File: config.mk
export PLATFORM = sky130hd
export DESIGN_NAME = slave_port_burst
export DESIGN_NICKNAME = d
export VERILOG_FILES = /design/src/rtl/slave_port_burst_pkg.sv /design/src/rtl/slave_port_burst_serial_shifter.sv /design/src/rtl/slave_port_burst.sv
export SDC_FILE = /design/constraint.sdc
export NUM_CORES = 1
export LEC_CHECK = 0
export ABC_AREA = 0
export CORE_UTILIZATION = 56
export DETAILED_ROUTE_END_ITERATION = 6
export PLACE_DENSITY = 0.88
export RECOVER_POWER = 100
export SYNTH_ARGS = -nofsm -noshare
export SYNTH_HDL_FRONTEND = slang
export SYNTH_SLANG_ARGS = --single-unit
File: constraint.sdc
create_clock -name clk -period 2.14 [get_ports clk]
set_input_delay 0.214 -clock clk [delete_from_list [all_inputs] [get_ports clk]]
set_output_delay 0.214 -clock clk [all_outputs]
set_load 0.01 [all_outputs]
File: src/rtl/slave_port_burst_pkg.sv
// Shared definitions for the burst slave port: FSM encoding, beat arithmetic
// and the elaboration-time lane-width check.
package slave_port_pkg;

  typedef enum logic [2:0] {
    ST_IDLE,
    ST_HDR,
    ST_WDATA,
    ST_SPLIT,
    ST_SGNT,
    ST_RREQ,
    ST_RDATA
  } sp_state_t;

  function automatic int beat_count(input int width, input int lanes);
    return width / lanes;
  endfunction

endpackage

`ifndef SP_LANE_CHECK
`define SP_LANE_CHECK(W, L, LBL) \
  if (((W) % (L)) != 0) begin : LBL \
    $error("slave_port_burst: width %0d is not a multiple of LANES=%0d", (W), (L)); \
  end
`endif

File: src/rtl/slave_port_burst_serial_shifter.sv
// LANES-wide right shift register with a beat counter; done marks the edge
// on which the final beat of a field is consumed.
module serial_shifter #(
  parameter int WIDTH = 8,
  parameter int LANES = 2,
  parameter int CW    = 4
) (
  input  logic             clk,
  input  logic             rstn,
  input  logic             shift,
  input  logic             load,
  input  logic [WIDTH-1:0] load_data,
  input  logic [LANES-1:0] din,
  input  logic [CW-1:0]    last,
  output logic [WIDTH-1:0] q,
  output logic [WIDTH-1:0] q_nxt,
  output logic [LANES-1:0] dout,
  output logic             done
);

  logic [CW-1:0] cnt;

  // New beats enter at the top so an LSB-first field ends up right-aligned.
  generate
    if (WIDTH == LANES) begin : g_one
      assign q_nxt = din;
    end else begin : g_multi
      assign q_nxt = {din, q[WIDTH-1:LANES]};
    end
  endgenerate

  assign dout = q[LANES-1:0];
  assign done = shift && (cnt == last);

  always_ff @(posedge clk or negedge rstn) begin
    if (!rstn) begin
      q   <= '0;
      cnt <= '0;
    end else if (load) begin
      q   <= load_data;
      cnt <= '0;
    end else if (shift) begin
      q   <= q_nxt;
      cnt <= done ? '0 : cnt + 1'b1;
    end
  end

endmodule

File: src/rtl/slave_port_burst.sv
// Serial-bus burst slave port: LANES-wide header/data beats, incrementing
// wrapping burst address, optional split read with programmable latency.
//
// state | meaning
// IDLE  | ready for the first header beat (sready=1)
// HDR   | collecting remaining address/length beats
// WDATA | collecting write words, strobing each one a cycle after completion
// SPLIT | split read: bus released for SPLIT_LATENCY cycles (ssplit=1)
// SGNT  | waiting for split_grant
// RREQ  | memory read request held until rvalid
// RDATA | shifting the captured word out to the master
module slave_port_burst
  import slave_port_pkg::*;
#(
  parameter int ADDR_WIDTH    = 12,
  parameter int DATA_WIDTH    = 8,
  parameter int LANES         = 2,
  parameter int BLEN_WIDTH    = 4,
  parameter int SPLIT_EN      = 0,
  parameter int SPLIT_LATENCY = 4
) (
  input  logic                  clk,
  input  logic                  rstn,
  input  logic [LANES-1:0]      swdata,
  input  logic                  smode,
  input  logic                  mvalid,
  input  logic                  split_grant,
  output logic [LANES-1:0]      srdata,
  output logic                  svalid,
  output logic                  sready,
  output logic                  ssplit,
  input  logic [DATA_WIDTH-1:0] smemrdata,
  input  logic                  rvalid,
  output logic                  smemwen,
  output logic                  smemren,
  output logic [ADDR_WIDTH-1:0] smemaddr,
  output logic [DATA_WIDTH-1:0] smemwdata
);

  `SP_LANE_CHECK(ADDR_WIDTH, LANES, g_chk_addr)
  `SP_LANE_CHECK(DATA_WIDTH, LANES, g_chk_data)
  `SP_LANE_CHECK(BLEN_WIDTH, LANES, g_chk_blen)
  if (SPLIT_LATENCY < 1 || SPLIT_LATENCY > 255) begin : g_chk_lat
    $error("slave_port_burst: SPLIT_LATENCY %0d outside 1..255", SPLIT_LATENCY);
  end

  localparam int HDR_W      = ADDR_WIDTH + BLEN_WIDTH;
  localparam int HDR_BEATS  = beat_count(HDR_W, LANES);
  localparam int DATA_BEATS = beat_count(DATA_WIDTH, LANES);
  localparam int RX_W       = (HDR_W > DATA_WIDTH) ? HDR_W : DATA_WIDTH;
  localparam int MAX_BEATS  = (HDR_BEATS > DATA_BEATS) ? HDR_BEATS : DATA_BEATS;
  localparam int CW         = $clog2(MAX_BEATS) + 1;
  localparam logic [CW-1:0] HDR_LAST   = CW'(HDR_BEATS - 1);
  localparam logic [CW-1:0] DATA_LAST  = CW'(DATA_BEATS - 1);
  localparam logic [7:0]    SPLIT_LAST = 8'(SPLIT_LATENCY - 1);

  sp_state_t state, state_nxt, hdr_target;

  logic                  mode_q;
  logic                  hdr_mode;
  logic [ADDR_WIDTH-1:0] addr_q;
  logic [BLEN_WIDTH-1:0] words_left;
  logic [7:0]            split_cnt;
  logic                  wen_q;
  logic [ADDR_WIDTH-1:0] waddr_q;
  logic [DATA_WIDTH-1:0] wdata_q;
  logic                  sready_st;

  logic                  rx_shift, rx_done;
  logic [CW-1:0]         rx_last;
  logic [RX_W-1:0]       rx_nxt, rx_q_unused;
  logic [LANES-1:0]      rx_dout_unused;
  logic [HDR_W-1:0]      hdr_word;
  logic                  hdr_done, word_done;

  logic                  tx_shift, tx_load, tx_done;
  logic [DATA_WIDTH-1:0] tx_q_unused, tx_nxt_unused;
  logic [LANES-1:0]      tx_dout;

  assign rx_shift  = mvalid && (state inside {ST_IDLE, ST_HDR, ST_WDATA});
  assign rx_last   = (state == ST_WDATA) ? DATA_LAST : HDR_LAST;
  assign hdr_word  = rx_nxt[RX_W-1 -: HDR_W];
  assign hdr_done  = rx_done && (state inside {ST_IDLE, ST_HDR});
  assign word_done = rx_done && (state == ST_WDATA);
  assign tx_shift  = (state == ST_RDATA);

  // Mode comes straight from the pin when the header is a single beat.
  assign hdr_mode   = (state == ST_IDLE) ? smode : mode_q;
  assign hdr_target = hdr_mode ? ST_WDATA : ((SPLIT_EN != 0) ? ST_SPLIT : ST_RREQ);

  serial_shifter #(.WIDTH(RX_W), .LANES(LANES), .CW(CW)) u_rx (
    .clk       (clk),
    .rstn      (rstn),
    .shift     (rx_shift),
    .load      (1'b0),
    .load_data ({RX_W{1'b0}}),
    .din       (swdata),
    .last      (rx_last),
    .q         (rx_q_unused),
    .q_nxt     (rx_nxt),
    .dout      (rx_dout_unused),
    .done      (rx_done)
  );

  serial_shifter #(.WIDTH(DATA_WIDTH), .LANES(LANES), .CW(CW)) u_tx (
    .clk       (clk),
    .rstn      (rstn),
    .shift     (tx_shift),
    .load      (tx_load),
    .load_data (smemrdata),
    .din       ({LANES{1'b0}}),
    .last      (DATA_LAST),
    .q         (tx_q_unused),
    .q_nxt     (tx_nxt_unused),
    .dout      (tx_dout),
    .done      (tx_done)
  );

  always_ff @(posedge clk or negedge rstn) begin
    if (!rstn) state <= ST_IDLE;
    else       state <= state_nxt;
  end

  always_comb begin
    state_nxt = state;
    tx_load   = 1'b0;
    smemren   = 1'b0;
    svalid    = 1'b0;
    ssplit    = 1'b0;
    sready_st = 1'b0;
    case (state)
      ST_IDLE: begin
        sready_st = 1'b1;
        if (mvalid) state_nxt = rx_done ? hdr_target : ST_HDR;
      end
      ST_HDR:   if (rx_done) state_nxt = hdr_target;
      ST_WDATA: if (rx_done && words_left == '0) state_nxt = ST_IDLE;
      ST_SPLIT: begin
        ssplit = 1'b1;
        if (split_cnt == SPLIT_LAST) state_nxt = ST_SGNT;
      end
      ST_SGNT:  if (split_grant) state_nxt = ST_RREQ;
      ST_RREQ: begin
        smemren = 1'b1;
        if (rvalid) begin
          tx_load   = 1'b1;
          state_nxt = ST_RDATA;
        end
      end
      ST_RDATA: begin
        svalid = 1'b1;
        if (tx_done) state_nxt = (words_left == '0) ? ST_IDLE : ST_RREQ;
      end
      default: state_nxt = ST_IDLE;
    endcase
  end

  always_ff @(posedge clk or negedge rstn) begin
    if (!rstn) begin
      mode_q     <= 1'b0;
      addr_q     <= '0;
      words_left <= '0;
      split_cnt  <= '0;
      wen_q      <= 1'b0;
      waddr_q    <= '0;
      wdata_q    <= '0;
    end else begin
      wen_q <= 1'b0;
      if (state == ST_IDLE && mvalid) mode_q <= smode;
      if (hdr_done) begin
        addr_q     <= hdr_word[ADDR_WIDTH-1:0];
        words_left <= hdr_word[HDR_W-1 -: BLEN_WIDTH];
        split_cnt  <= '0;
      end
      if (state == ST_SPLIT) split_cnt <= split_cnt + 8'd1;
      // Write strobe is registered so the next word's beats never stall.
      if (word_done) begin
        wen_q      <= 1'b1;
        waddr_q    <= addr_q;
        wdata_q    <= rx_nxt[RX_W-1 -: DATA_WIDTH];
        addr_q     <= addr_q + 1'b1;
        words_left <= words_left - 1'b1;
      end
      if (tx_done) begin
        addr_q     <= addr_q + 1'b1;
        words_left <= words_left - 1'b1;
      end
    end
  end

  assign sready    = rstn && sready_st;
  assign srdata    = svalid ? tx_dout : '0;
  assign smemwen   = wen_q;
  assign smemaddr  = wen_q ? waddr_q : addr_q;
  assign smemwdata = wdata_q;

endmodule

==> impl_metrics.toml <==
[outcome]
status = "finished clean"

[synth]
postSynthCellCount = 411
synth_enable_flop_cells = 0
yosysTopAreaCellShare_pct = 49.72
ys.flop_type = "dfrtp_1"
synthTopCellsByArea = "dfrtp_1 50%, nand2_1 9.8%, mux2_2 8.5%, o21ai_0 3.0%, a31oi_1 1.9%"
async_flop_share_pct = 100.0
ys_ff_latch = 79
synth_common_cells = "104 x nand2_1, 79 x dfrtp_1, 30 x mux2_2"
synth.most_common_cell = "nand2_1"
synth.distinct_cells = 63
yosysTopAreaCell = "dfrtp_1"
syn-cell-area_um2 = 3976
ys_seq_area_share_pct = 49.72
yosys_warnings = 0
avgSynthCellArea_um2 = 9.675
syn_nets = 432

[detailed_routing]
dr.pass1.iters = 5
vias_per_cell = 5.876
vias = 3355
drtAntennaViolNets = 0
drcViolationCount = 0
wl_per_cell_um = 15.63
wl_um = 8922
drtIter0Drc = 232

[layout]
utilization_pct = 70.05
antenna_cells = 0
drive_above_1_share_pct = 18.32
final_area_um2 = 4786
area_delta_synth_final_pct = 20.36
multi_input_area_um2 = 1848
nFillCells = 521
ff_latch_area_um2 = 1979
fin_nets = 491

[cts]
clk_pin_slew_ns = 0.08
postCtsHoldBufs = 0
cts.htree.levels = 3
cts_tree = "yes"
clock-sinks = 79
cts_buffers = 9
clock_latency_ns = 0.34
cts_root_buf = "clkbuf_8"
cts_buffer_depth = 2

[setup_path]
crit_family = "buffers and inverters"
critPathKind = "reg2out"
start_kind = "register"
end_kind = "output port"
cp_cell_sequence = "mux2_2 > dlygate4sd3_1"
crit_buf_inv = 1
slowest_delay_ns = 0.60
crit_path_max_fanout = 14
crit_required_ns = 1.93
slowest_stage = "dlygate4sd3_1"
worstPathArrival_ns = 1.86

[floorplanning]
io_pins = 43
placeableCoreArea_um2 = 6832
die_y_um = 86.27
start_util_pct = 58.21
core.rowCount = 30
die_width_um = 86.27
die_area_um2 = 7442

[power_and_ir_drop]
p_sw_share_pct = 36.36
peakVddDrop_v = 0.0006129
power.density_nw_per_um2 = 1182
power_frac_clock_pct = 18.7
p_leak_nw = 2.329
power.switching_mw = 2.057
p_int_mw = 3.600
pwr-share-seq_pct = 45.3
combinationalPowerShare_pct = 36.0

[placement]
io_buffer_count = 42
place_congestion = 0.8648
dp_hpwl_um = 6005
placed_area_um2 = 4553

[grt]
antenna_found_initial = 0
use_met2_pct = 42.50
use_met1_pct = 33.65
grt_first_pass_wirelength_um = 14970
first_global_vias = 3246
grt_util_all_layers_pct = 25.74
grt_max_degree = 80
top_usage_layer = "met2"
grtUsageMet3_pct = 3.619
gr-total-overflow = 0

[timing]
finalSetupViolCount = 0
fin_crit_ns = 2.076
fin_skew_ns = 0.007216
fmax_mhz = 481.8
max_slew_margin_pct = 34.32
finalHoldViolCount = 0
drv_slew = 0
tightest_slew_ns = 0.9852
fin_crit_sh_pct = 97.00

[worst_hold_path]
hp-class = "in2async"

[flow_run]
max-cap-violations = 0
layout by cell type (no fill, tap or decap), types with 9 or more instances in the layout:
master,n
nand3_1,10
dfrtp_1,77
nand2_1,104
buf_4,25
clkdlybuf4s50_1,18
nor2_1,19
a31oi_1,12
o21ai_0,25
dlygate4sd3_1,21
clkbuf_8,9
mux2_2,29
worst register-to-register path: stages, from the launching register on:
cell,delay [ns]
dfrtp_1,0.43
ha_1,0.24
or3b_2,0.48
a211oi_2,0.35
nand3_1,0.13
mux2_1,0.32
state kept, by name, indices dropped and copies added, names as in the netlist:
signal      flops
u_rx.q         14
addr_q         12
waddr_q        12
smemwdata       8
split_cnt       8
u_tx.q          8
u_rx.cnt        4
u_tx.cnt        4
words_left      4
state           3
mode_q          1
smemwen         1
repair_timing:
action	4_1_cts	5_1_grt
gates resized for setup	5	4
pin swaps	0	1
buffers inserted	5	4
endpoints found under the setup margin	5	8
stage by stage:
step / total power, mW / cells / worst slack (ns) / setup TNS (ns) / hold slack [ns]
after global placement: 4.468 / 546 / 0.1915 / 0 / 0.4527
after global routing: 6.055 / 571 / -0.008685 / -0.008685 / 0.3406
after CTS: 5.720 / 567 / 0.001612 / 0 / 0.1873
after detailed placement: 4.581 / 546 / 0.1202 / 0 / 0.4616
after floorplan: 3.801 / 411 / 0.2646 / 0 / -0.08159
final: 5.657 / 571 / 0.06430 / 0 / 0.2534
kinds of logic (layout without fill, tap and decap cells):
logic type | after synthesis | in the layout | synth area share (%)
AOI/OAI and AO/OA | 80 | 80 | 13.85
xor gates and xnor gates | 3 | 3 | 0.6609
adders and majority gates | 5 | 5 | 1.573
buffers and inverters | 30 | 94 | 3.744
DFF | 79 | 79 | 49.72
muxes | 31 | 31 | 8.779
and+or+nand+nor | 183 | 183 | 21.68
final cells by class:
| cell class | instances | area share [%] |
|---|---|---|
| flip-flops and latches | 79 | 41.36 |
| multi-input cells | 302 | 38.61 |
| repair buffers | 70 | 12.84 |
| clock buffers | 10 | 2.667 |
| well taps | 96 | 2.510 |
| clock inverters | 6 | 1.281 |
| inverters | 8 | 0.7320 |
per-layer routing:
layer	up-vias	part of all wire [%]
met5	-	0
met4	0	1.9
met3	16	4.6
met2	96	50
met1	1665	43
li1	1578	-
power groups by stage:
stage	clock [mW]	combinational, mW	sequential [mW]
4_1_cts	1.08	2.09	2.55
5_1_grt	1.15	2.26	2.65
2_1_floorplan	0	1.35	2.45
6_report	1.06	2.04	2.56
3_5_place_dp	0	1.98	2.60
3_3_place_gp	0	1.90	2.57
worst paths after layout:
path / start / to / slack [ns] / cells past startpoint
max in group asynchronous: rstn / state[2] / 1.20 / 2
min in group clk: smemrdata[7] / u_tx.q[7] / 0.42 / 3
worst min-delay path: rstn / waddr_q[5] / 0.25 / 2
worst min register to register: smemwdata[7] / smemwdata[7] / 0.47 / 2
worst max register to register: u_tx.cnt[0] / state[1] / 0.10 / 5
worst max-delay path: smemwen / smemaddr[3] / 0.06 / 2
Note: power is estimated with default switching activity, not from simulation.
